`src/rtl/decoder_pulse_seq.sv`:
```
// decoder_pulse_seq: registered binary decoder (one-hot or thermometer) whose
// output is held for HOLD cycles after each accepted request.
// Optional feature macro: DECODER_PULSE_SEQ_ERR_EN adds a sticky 'err' output
// that flags requests dropped because the block was not ready.
module decoder_pulse_seq #(
   parameter  int IN_W  = 4,
   parameter  int HOLD  = 1,
   parameter  int MODE  = 0,
   localparam int OUT_W = 2**IN_W
) (
   input  logic             clk,
   input  logic             rst_n,
   input  logic             enable,
   input  logic             in_valid,
   output logic             in_ready,
   input  logic [IN_W-1:0]  decoder_in,
   output logic [OUT_W-1:0] decoder_out,
   output logic             out_valid,
   output logic             busy
`ifdef DECODER_PULSE_SEQ_ERR_EN
   ,
   output logic             err
`endif
);

   typedef enum logic {
      ST_IDLE = 1'b0,
      ST_HOLD = 1'b1
   } state_t;

   // The counter is loaded with the number of extra cycles after the first
   localparam logic [7:0] HOLD_LOAD = 8'(HOLD - 1);

   state_t           state;
   state_t           state_nxt;
   logic [7:0]       hold_cnt;
   logic [7:0]       cnt_nxt;
   logic [OUT_W-1:0] dout_nxt;
   logic [OUT_W-1:0] decoded;
   logic             accept;

   // Decode the select code: single bit for one-hot, bits 0..code for thermometer
   always_comb begin
      decoded = '0;
      for (int i = 0; i < OUT_W; i++) begin
         if (MODE == 1) begin
            decoded[i] = (32'(i) <= 32'(decoder_in));
         end else begin
            decoded[i] = (32'(i) == 32'(decoder_in));
         end
      end
   end

   // Ready when idle or on the final cycle of a hold, so requests can chain
   always_comb begin
      in_ready = enable && ((state == ST_IDLE) || (hold_cnt == 8'd0));
      accept   = in_valid && in_ready;
   end

   // Next-state: accept loads a new decode, otherwise count down, abort or expire
   always_comb begin
      state_nxt = state;
      cnt_nxt   = hold_cnt;
      dout_nxt  = decoder_out;
      if (accept) begin
         state_nxt = ST_HOLD;
         cnt_nxt   = HOLD_LOAD;
         dout_nxt  = decoded;
      end else if (state == ST_HOLD) begin
         if (!enable) begin
            state_nxt = ST_IDLE;
            cnt_nxt   = 8'd0;
            dout_nxt  = '0;
         end else if (hold_cnt != 8'd0) begin
            cnt_nxt   = hold_cnt - 8'd1;
         end else begin
            state_nxt = ST_IDLE;
            dout_nxt  = '0;
         end
      end
   end

   // State, counter and output registers with asynchronous clear
   always_ff @(posedge clk or negedge rst_n) begin
      if (!rst_n) begin
         state       <= ST_IDLE;
         hold_cnt    <= 8'd0;
         decoder_out <= '0;
      end else begin
         state       <= state_nxt;
         hold_cnt    <= cnt_nxt;
         decoder_out <= dout_nxt;
      end
   end

   // The output is live exactly while a decode is being held
   always_comb begin
      busy      = (state == ST_HOLD);
      out_valid = busy;
   end

`ifdef DECODER_PULSE_SEQ_ERR_EN
   // Sticky flag for any request presented while the block could not take it
   always_ff @(posedge clk or negedge rst_n) begin
      if (!rst_n) begin
         err <= 1'b0;
      end else if (in_valid && !in_ready) begin
         err <= 1'b1;
      end
   end
`endif

endmodule

```
`config.mk`:
```
export PLATFORM = sky130hd
export DESIGN_NAME = decoder_pulse_seq
export DESIGN_NICKNAME = d
export VERILOG_FILES = /design/src/rtl/decoder_pulse_seq.sv
export SDC_FILE = /design/constraint.sdc
export NUM_CORES = 1
export LEC_CHECK = 0
export CORE_ASPECT_RATIO = 1.75
export CORE_MARGIN = 5
export CORE_UTILIZATION = 25
export CTS_CLUSTER_DIAMETER = 120
export DETAILED_ROUTE_END_ITERATION = 16
export SYNTH_ARGS = -nofsm -noshare
export SYNTH_HDL_FRONTEND = slang
export SYNTH_SLANG_ARGS = --single-unit
```
`constraint.sdc`:
```
create_clock -name clk -period 2.2 [get_ports clk]
set_clock_uncertainty 0.15 [all_clocks]
set_input_delay 0.44 -clock clk [delete_from_list [all_inputs] [get_ports clk]]
set_output_delay 0.44 -clock clk [all_outputs]
set_load 0.02 [all_outputs]
```
### After elaboration in Yosys (flattened, before gate mapping)

Cells that the tools add are included.

| word-level totals | value |
|---|---|
| input port bits | 8 |
| register bits | 25 |
| logic and storage cells | 43 |
| output and inout port bits | 19 |

| operators by class | value |
|---|---|
| add/sub/neg operators | 1 |
| muxes and demuxes | 12 |
| equality and inequality tests | 17 |
| reductions and logical operators | 9 |
| bitwise operators | 1 |

Operators with widths:

| kind | count |
|---|---|
| two-way mux 16 bit | 4 |
| equality test 4 bit, first input constant | 8 |
| two-way mux 8 bit | 4 |
| equality test 3 x 4 -> 1 bit, first input constant | 4 |
| equality test 2 x 4 -> 1 bit, first input constant | 2 |
| zero test 8 bit | 1 |
| nonzero test 8 bit | 1 |
| subtractor 8 x 1 -> 8 bit, second input constant | 1 |
| equality test 1 x 4 -> 1 bit, first input constant | 1 |
| zero test 4 bit | 1 |
| two-way mux 1 bit | 4 |
| AND reduction 2 bit | 2 |
| inequality test 3 x 1 -> 1 bit, second input constant | 1 |
| inequality test 3 bit, second input constant | 1 |
| logical AND 1 bit | 2 |
| nonzero test 2 bit | 1 |
| logical OR 1 bit | 1 |
| NOT 1 bit | 1 |

### Logic depth before layout (Yosys ltp)

Gate-level depths: netlist of run 1.

| depth | value |
|---|---|
| depth after elaboration | 6 |
| mapped depth | 7 |
| mapped depth without buffers | 6 |

### Least setup slack after synthesis of run 1

OpenSTA, ideal clock, no wires.

| path | value |
|---|---|
| path kind | register to output |
| start | reg hold_cnt[0] |
| end | out in_ready |
| stages on the path, launching flop included | 6 |
| data required time | 1,610 ps |
| arrival time | 1,451 ps |
| buffers on the path | 0 |
| slack | 159 ps |
| cells stage by stage | dfrtp_1 > inv_1 > ha_1 > nor3b_1 > a21boi_2 > nor2_1 |

| between the ends | value |
|---|---|
| word-level cells in the longest chain between the ends | 3 |

RTL lines:

| item | line | text |
|---|---|---|
| start, declared | 36 | `logic [7:0] hold_cnt;` |
| start signal, assigned | 91 | `hold_cnt <= cnt_nxt;` |
| zero test 8 bit | 56 | `in_ready = enable && ((state == ST_IDLE) \|\| (hold_cnt == 8'd0));` |
| logical OR 1 bit | 56 |  |
| logical AND 1 bit | 56 |  |
| end, declared | 15 | `output logic in_ready,` |

Every way passes these cells.

### Worst setup path in the final report of run 1

| path | value |
|---|---|
| start | reg hold_cnt[1] |
| end | out in_ready |

The elaborated chain is that of the path after synthesis.

==> out/metrics.json, run 1 <==
{
  "hp-class": {"value": "register to register"},
  "grt_usage": {"value": 0.107},
  "place.port_buffers": {"value": 26},
  "fin_total_pwr": {"value": 874, "unit": "uW"},
  "cp-start-kind": {"value": "register"},
  "ys_seq_area_frac": {"value": 0.524},
  "yosys.area.top_type_share": {"value": 0.524},
  "crit_reg_reg_startpoint": {"value": "hold_cnt[1]$_DFFE_PN0P_"},
  "globalRouteOverflowTotal": {"value": 0},
  "die_area": {"value": 6310, "unit": "um^2"},
  "setup_slack_reg_to_reg": {"value": 0.15, "unit": "ns"},
  "clock_tree.htree_level_count": {"value": 1},
  "area_delta_synth_final": {"value": 44.8, "unit": "%"},
  "hold_depth": {"value": 1},
  "p_switching": {"value": 225, "unit": "uW"},
  "antennaDiodeCount": {"value": 0},
  "worst_setup_path_end_kind": {"value": "output port"},
  "grt_pass1_wl": {"value": 5.45, "unit": "mm"},
  "cts-root-buf": {"value": "clkbuf_8"},
  "first_global_vias": {"value": 1152},
  "required": {"value": 1.61, "unit": "ns"},
  "nets": {"value": 161},
  "post_synth_edffs": {"value": 0},
  "power_density": {"value": 506, "unit": "nW/um^2"},
  "synth_area_leaders": {"value": "dfrtp_1, a22o_1, a32o_1"},
  "synth_cell_types": {"value": 32},
  "max-vdd-ir-drop": {"value": 399, "unit": "uV"},
  "yosys-top-cells-count": {"value": "dfrtp_1, a22o_1, nand2_1"},
  "hold-worst-slack": {"value": 0.349, "unit": "ns"},
  "leakagePower": {"value": 0.000766, "unit": "uW"},
  "clock_sink_count": {"value": 25},
  "clock_transition_at_the_registers_of_the_reported_paths": {"value": 0.09, "unit": "ns"},
  "postSynthRegisterBits": {"value": 25},
  "grt_setup_unrepaired": {"value": "yes"},
  "insertion_delay": {"value": 0.28, "unit": "ns"},
  "grt_start_max_net_pins": {"value": 26},
  "drt_wl_total": {"value": 3.29, "unit": "mm"},
  "fillCellCount": {"value": 467},
  "crit-reg2reg-capture": {"value": "hold_cnt[3]$_DFFE_PN0P_"},
  "number_of_cell_rows": {"value": 33},
  "average_routed_wire_per_standard_cell": {"value": 16.3, "unit": "um"},
  "number_of_buffers_on_the_longest_clock_path": {"value": 2},
  "postSynthAreaPerCell": {"value": 11.6, "unit": "um^2"},
  "sequential_fraction_of_design_power": {"value": 0.541},
  "grt_antenna_before_repair": {"value": 0},
  "die_height": {"value": 101, "unit": "um"},
  "timing.max_slew.rel_slack": {"value": 0.700},
  "multi_input_area": {"value": 561, "unit": "um^2"},
  "synth.largest_area_cell": {"value": "dfrtp_1"},
  "worstHoldStart": {"value": "decoder_out[0]$_DFFE_PN0P_"},
  "path_class": {"value": "register to output port"},
  "switching_share": {"value": 0.257},
  "gp_congestion": {"value": 0.833},
  "pwr-share-clk": {"value": 0.322},
  "async_reset_ff_frac": {"value": 1.00},
  "final.setup.tns": {"value": 0, "unit": "ns"},
  "ys.warnings.count": {"value": 0},
  "power.internal": {"value": 649, "unit": "uW"},
  "first_pass_iters": {"value": 4},
  "floorplan.initialDensity": {"value": 0.256},
  "outcome": {"value": "finished clean"},
  "cts_buffers": {"value": 3},
  "layout-drive-gt1-share": {"value": 0.247},
  "netlist_area": {"value": 1190, "unit": "um^2"},
  "r2r.worst_path.cells": {"value": 8},
  "timing.max_cap.violations": {"value": 0},
  "design.core.area": {"value": 4670, "unit": "um^2"},
  "cts_hold_buffers": {"value": 0},
  "drt-initial-drc-count": {"value": 26},
  "floorplan.io_pins": {"value": 27},
  "hold-path-endpoint": {"value": "decoder_out[0]$_DFFE_PN0P_"},
  "worstPathArrival": {"value": 1.50, "unit": "ns"},
  "hpwl": {"value": 2.50, "unit": "mm"},
  "comb_power_share": {"value": 0.137},
  "synthCells": {"value": 103},
  "viasPerCell": {"value": 4.96},
  "post-synth-top-count-cell": {"value": "dfrtp_1"},
  "drtAntennaViolNets": {"value": 0},
  "remaining_drc_errors": {"value": 0},
  "final-setup-viol-count": {"value": 0},
  "fmaxAchievable": {"value": 479, "unit": "MHz"},
  "period_share": {"value": 0.949},
  "slew_viol_final": {"value": 0},
  "final.min_clock_period": {"value": 2.09, "unit": "ns"},
  "synthFlopType": {"value": "dfrtp_1"},
  "worstPathMaxFanout": {"value": 3},
  "syn-num-nets": {"value": 113},
  "detailroute.via_count": {"value": 1001},
  "ff_latch_area": {"value": 626, "unit": "um^2"},
  "die_w": {"value": 62.2, "unit": "um"},
  "total_count_of_hold_check_failures_in_the_final_report": {"value": 0},
  "worstMarginPinSlew": {"value": 0.450, "unit": "ns"},
  "cts_tree": {"value": "built"}
}
-- placed cells by master, fill, tap and decap left out, types with 2 or more instances in the layout --
master            n
a21oi_1           2
a221o_1           2
a22o_1           10
a22oi_1           2
a32o_1            5
and2_1            3
buf_4            18
buf_6             2
clkbuf_8          3
clkdlybuf4s50_1  25
dfrtp_1          25
inv_1             4
inv_2             2
nand2_1           8
nor2_1            5
nor2b_1           3
nor3_1            3
o21ai_0           4
o2bb2ai_1         3
or3_1             2
-- sequential cells by signal, summed over array words and instances (netlist names) --
register,cells
busy,1
decoder_out,16
hold_cnt,8
-- area by class of cell --
class,instances,area share
clock inverter,1,0.00290
clock buffer,3,0.0239
multi-input combinational,70,0.324
sequential,25,0.362
timing repair buffer,45,0.236
tap,52,0.0377
inverter,6,0.0130
-- critical path: stages (launching register included) --
cell	delay, ns
dfrtp_1	0.40
inv_2	0.09
ha_4	0.13
nor3b_4	0.18
buf_6	0.13
a21boi_4	0.05
nor2_2	0.13
buf_6	0.12
-- layer usage --
| layer | vias up | GRT usage | share of wire |
|---|---|---|---|
| li1 | 478 | - | - |
| met1 | 483 | 0.108 | 0.39 |
| met2 | 34 | 0.206 | 0.55 |
| met3 | 6 | 0.0255 | 0.047 |
| met4 | 0 | 0.0401 | 0.015 |
| met5 | - | 0 | 0 |
-- power by group through the flow --
stage	combinational [uW]	clock, uW	sequential [uW]
after floorplan	39.6	0	494
after global placement	117	0	482
after detailed placement	119	0	482
after CTS	119	287	473
after global routing	129	307	474
final	120	281	473
-- worst max path at each step --
| stage | endpoint | cells past startpoint | startpoint |
|---|---|---|---|
| 6_report | in_ready | 7 | hold_cnt[1]$_DFFE_PN0P_ |
| 5_1_grt | in_ready | 7 | hold_cnt[1]$_DFFE_PN0P_ |
| 2_1_floorplan | in_ready | 5 | hold_cnt[0]$_DFFE_PN0P_ |
| 3_3_place_gp | in_ready | 4 | enable |
| 3_5_place_dp | in_ready | 7 | hold_cnt[1]$_DFFE_PN0P_ |
| 4_1_cts | in_ready | 7 | hold_cnt[1]$_DFFE_PN0P_ |
-- cell families (layout without fill, tap and decap cells) --
family | after synthesis | after routing | synth area share
AND/OR/NAND/NOR | 34 | 34 | 0.183
AO/OA/AOI/OAI | 33 | 33 | 0.230
flip-flops | 25 | 25 | 0.524
buffers and inverters | 8 | 55 | 0.0346
adder cells (fa/ha/maj) | 2 | 2 | 0.0210
XOR/XNOR | 1 | 1 | 0.00734
-- metrics by stage --
step	util	setup slack, ns	area, um^2	cells
3_5_place_dp	0.347	-0.0720	1620	195
4_1_cts	0.356	0.0393	1660	199
3_3_place_gp	0.347	-0.0602	1620	195
5_1_grt	0.370	-0.0185	1730	202
2_1_floorplan	-	0.159	1190	103
6_report	0.370	0.112	1730	202
-- timing repair --
item | 4_1_cts | 5_1_grt
setup buffers | 0 | 3
resized for setup | 4 | 11
cloned | 0 | 0
setup endpoints to repair | 1 | 1
endpoints found under the hold margin | 0 | 0
pin swaps | 0 | 4
Power figures use the tool's default switching activity.
==> inputs of run 2 (changes only) <==
CTS_BUF_LIST = sky130_fd_sc_hd__clkbuf_4 sky130_fd_sc_hd__clkbuf_8   (was unset)
clock period = 2.6 ns   (was 2.2 ns; I/O delays follow)
==> run 2 against run 1 <==
Net effect:
- via count is 1.4% lower
- non-clock buffer count decreased by 14
- largest power group unchanged
- critical path type unchanged
- worst setup slack better by 0.13 ns
- critical path depth fell by 1
- combinational power fell by 24%
- first-iteration DRC count decreased by 19%
- critical endpoint unchanged
==> out/metrics.json, run 2 (same netlist as run 1, synthesis figures left out) <==
{
  "fmaxAchievable": {"value": 425, "unit": "MHz"},
  "use_met1": {"value": 0.112, "change": "+0.00460"},
  "critical_path.cell_chain": {"value": "inv_1 -> ha_1 -> nor3b_2 -> a21boi_2 -> nor2_1 -> dlygate4sd2_1"},
  "first_global_vias": {"value": 1123, "change": "-2.5%"},
  "crit_reg_reg_startpoint": {"value": "hold_cnt[0]$_DFFE_PN0P_"},
  "grt_busiest_layer": {"value": "met2"},
  "viasPerCell": {"value": 5.25, "change": "+5.9%"},
  "die_area": {"value": 6310, "unit": "um^2", "change": "unchanged"},
  "outcome": {"value": "finished clean"},
  "required": {"value": 1.93, "unit": "ns", "change": "+0.32 ns"},
  "hp-class": {"value": "register to register"},
  "timing.max_slew.rel_slack": {"value": 0.723, "change": "+0.0229"},
  "setup_slack_reg_to_reg": {"value": 0.53, "unit": "ns", "change": "+0.38 ns"},
  "area_delta_synth_final": {"value": 33.2, "unit": "%"},
  "grt_usage": {"value": 0.104, "change": "-0.00215"},
  "gp_congestion": {"value": 0.839, "change": "+0.83%"},
  "floorplan.initialDensity": {"value": 0.256, "change": "unchanged"},
  "place.port_buffers": {"value": 26, "change": "unchanged"},
  "period_share": {"value": 0.906},
  "number_of_cell_rows": {"value": 33, "change": "unchanged"},
  "die_w": {"value": 62.2, "unit": "um", "change": "unchanged"},
  "cp-start-kind": {"value": "register"},
  "worstPathArrival": {"value": 1.69, "unit": "ns", "change": "+0.19 ns"},
  "timing.critical_path.slowest_cell_delay": {"value": 0.42, "unit": "ns", "change": "+0.02 ns"},
  "final.min_clock_period": {"value": 2.36, "unit": "ns"},
  "max-vdd-ir-drop": {"value": 312, "unit": "uV", "change": "-22%"},
  "switching_share": {"value": 0.240, "change": "-0.0171"},
  "floorplan.io_pins": {"value": 27, "change": "unchanged"},
  "grt_start_max_net_pins": {"value": 26, "change": "unchanged"},
  "final.setup.tns": {"value": 0, "unit": "ns", "change": "unchanged"},
  "drt_wl_total": {"value": 3.03, "unit": "mm", "change": "-7.9%"},
  "path_class": {"value": "register to output port"},
  "worstMarginPinSlew": {"value": 0.416, "unit": "ns", "change": "-0.0343 ns"},
  "pwr-share-clk": {"value": 0.325, "change": "+0.003"},
  "grt_setup_unrepaired": {"value": "no"},
  "power_density": {"value": 460, "unit": "nW/um^2", "change": "-9.1%"},
  "r2r.worst_path.cells": {"value": 7, "change": "-1"},
  "grt_pass1_wl": {"value": 5.37, "unit": "mm", "change": "-1.5%"},
  "sequential_fraction_of_design_power": {"value": 0.549, "change": "+0.008"},
  "first_pass_iters": {"value": 4, "change": "unchanged"},
  "average_routed_wire_per_standard_cell": {"value": 16.1, "unit": "um", "change": "-1.0%"},
  "clock_transition_at_the_registers_of_the_reported_paths": {"value": 0.08, "unit": "ns", "change": "about the same"},
  "cts-root-buf": {"value": "clkbuf_8"},
  "number_of_buffers_on_the_longest_clock_path": {"value": 2, "change": "unchanged"},
  "worst_setup_path_end_kind": {"value": "output port"},
  "met2_usage": {"value": 0.193, "change": "-0.0128"},
  "final_cell_mix": {"value": "dfrtp_1, clkdlybuf4s50_1, a22o_1"},
  "cp-endpoint": {"value": "in_ready"},
  "die_height": {"value": 101, "unit": "um", "change": "unchanged"},
  "grt_antenna_before_repair": {"value": 0, "change": "unchanged"},
  "insertion_delay": {"value": 0.26, "unit": "ns", "change": "-0.02 ns"},
  "comb_power_share": {"value": 0.126, "change": "-0.011"},
  "clock_tree.htree_level_count": {"value": 1, "change": "unchanged"},
  "crit_path_start": {"value": "hold_cnt[0]$_DFFE_PN0P_"},
  "gr-usage-met3": {"value": 0.0255, "change": "unchanged"},
  "final-setup-viol-count": {"value": 0, "change": "unchanged"},
  "layout-drive-gt1-share": {"value": 0.132, "change": "-0.114"},
  "slew_viol_final": {"value": 0, "change": "unchanged"},
  "worst_slack": {"value": 0.244, "unit": "ns", "change": "+0.133 ns"},
  "largest_register_ffs": {"value": 16, "change": "unchanged"},
  "timing.max_cap.violations": {"value": 0, "change": "unchanged"},
  "clock_sink_count": {"value": 25, "change": "unchanged"},
  "pre_cts_ws": {"value": 0.0797, "unit": "ns", "change": "+0.152 ns"},
  "drtAntennaViolNets": {"value": 0, "change": "unchanged"},
  "leakagePower": {"value": 0.000685, "unit": "uW", "change": "-11%"},
  "cts_tree": {"value": "built"},
  "cts_hold_buffers": {"value": 0, "change": "unchanged"},
  "crit-reg2reg-capture": {"value": "hold_cnt[3]$_DFFE_PN0P_"},
  "design.core.area": {"value": 4670, "unit": "um^2", "change": "unchanged"},
  "drt-initial-drc-count": {"value": 21, "change": "-19%"},
  "worstPathMaxFanout": {"value": 4, "change": "+1"},
  "cts_buffers": {"value": 3, "change": "unchanged"},
  "power.internal": {"value": 555, "unit": "uW", "change": "-14%"},
  "hpwl": {"value": 2.37, "unit": "mm", "change": "-5.4%"},
  "detailroute.via_count": {"value": 987, "change": "-1.4%"},
  "antennaDiodeCount": {"value": 0, "change": "unchanged"},
  "remaining_drc_errors": {"value": 0, "change": "unchanged"},
  "nets": {"value": 147, "change": "-8.7%"},
  "regMostFlops": {"value": "decoder_out"},
  "total_count_of_hold_check_failures_in_the_final_report": {"value": 0, "change": "unchanged"},
  "crit_path_top_delay_cell": {"value": "dfrtp_1"},
  "globalRouteOverflowTotal": {"value": 0, "change": "unchanged"},
  "p_switching": {"value": 175, "unit": "uW", "change": "-22%"}
}
[run 2: cell types whose count changed in the layout (fill, tap and decap cells not counted), sizes merged]
cell,before,now
buf,20,5
clkbuf,3,4
clkinv,1,0
dlygate4sd2,0,1
[run 2: worst min path at each step]
stage / start / endpoint / slack [ns] / cells after the start
after floorplan: rst_n / busy$_DFF_PN0_ / 0.07 / 0
after global placement: decoder_out[13]$_DFFE_PN0P_ / decoder_out[13]$_DFFE_PN0P_ / 0.33 / 1
after detailed placement: decoder_out[0]$_DFFE_PN0P_ / decoder_out[0]$_DFFE_PN0P_ / 0.33 / 1
after CTS: decoder_out[13]$_DFFE_PN0P_ / decoder_out[13]$_DFFE_PN0P_ / 0.36 / 1
after global routing: decoder_out[5]$_DFFE_PN0P_ / decoder_out[5]$_DFFE_PN0P_ / 0.38 / 1
final: decoder_out[0]$_DFFE_PN0P_ / decoder_out[0]$_DFFE_PN0P_ / 0.36 / 1
[run 2: timing repair]
action / CTS / global route
setup endpoints to repair: 1 / 0
setup buffers: 0 / 0
gates resized for setup: 2 / 0
[run 2: final cells by class]
cell class / count / area (um^2)
multi-input combinational: 70 / 532
tap: 52 / 65.1
inverter: 6 / 22.5
sequential: 25 / 626
clock buffer: 4 / 48.8
timing repair buffer: 31 / 297
fill: 483 / 3080
[run 2: routing by layer]
layer  up-vias  part of all wire
li1        451                 -
met1       494              0.38
met2        35              0.54
met3         7             0.054
met4         0             0.020
met5         -                 0
[run 2: worst max-delay path: cells and delay by family, from the launching register on]
family                   cells  cell delay (ns)
flip-flops                   1             0.42
adder cells (fa/ha/maj)      1             0.14
buffers and inverters        2             0.44
AO/OA/AOI/OAI                1             0.10
AND/OR/NAND/NOR              2             0.32
[run 2: per-stage QoR]
stage / cells / hold WS [ns] / util / cell area [um^2] / power, uW
after floorplan: 103 / 0.0744 / - / 1190 / 451
after global placement: 184 / 0.331 / 0.330 / 1540 / 501
after detailed placement: 184 / 0.331 / 0.330 / 1540 / 502
after CTS: 188 / 0.355 / 0.341 / 1590 / 738
after global routing: 188 / 0.377 / 0.341 / 1590 / 769
final: 188 / 0.356 / 0.341 / 1590 / 731
[run 2: power by group through the flow]
stage               sequential, uW  clock (uW)  combinational, uW
detailed placement             409           0               93.5
floorplan                      418           0               33.5
CTS                            402         243               93.3
global route                   403         266               99.8
global placement               409           0               91.5
finish                         401         238               91.8
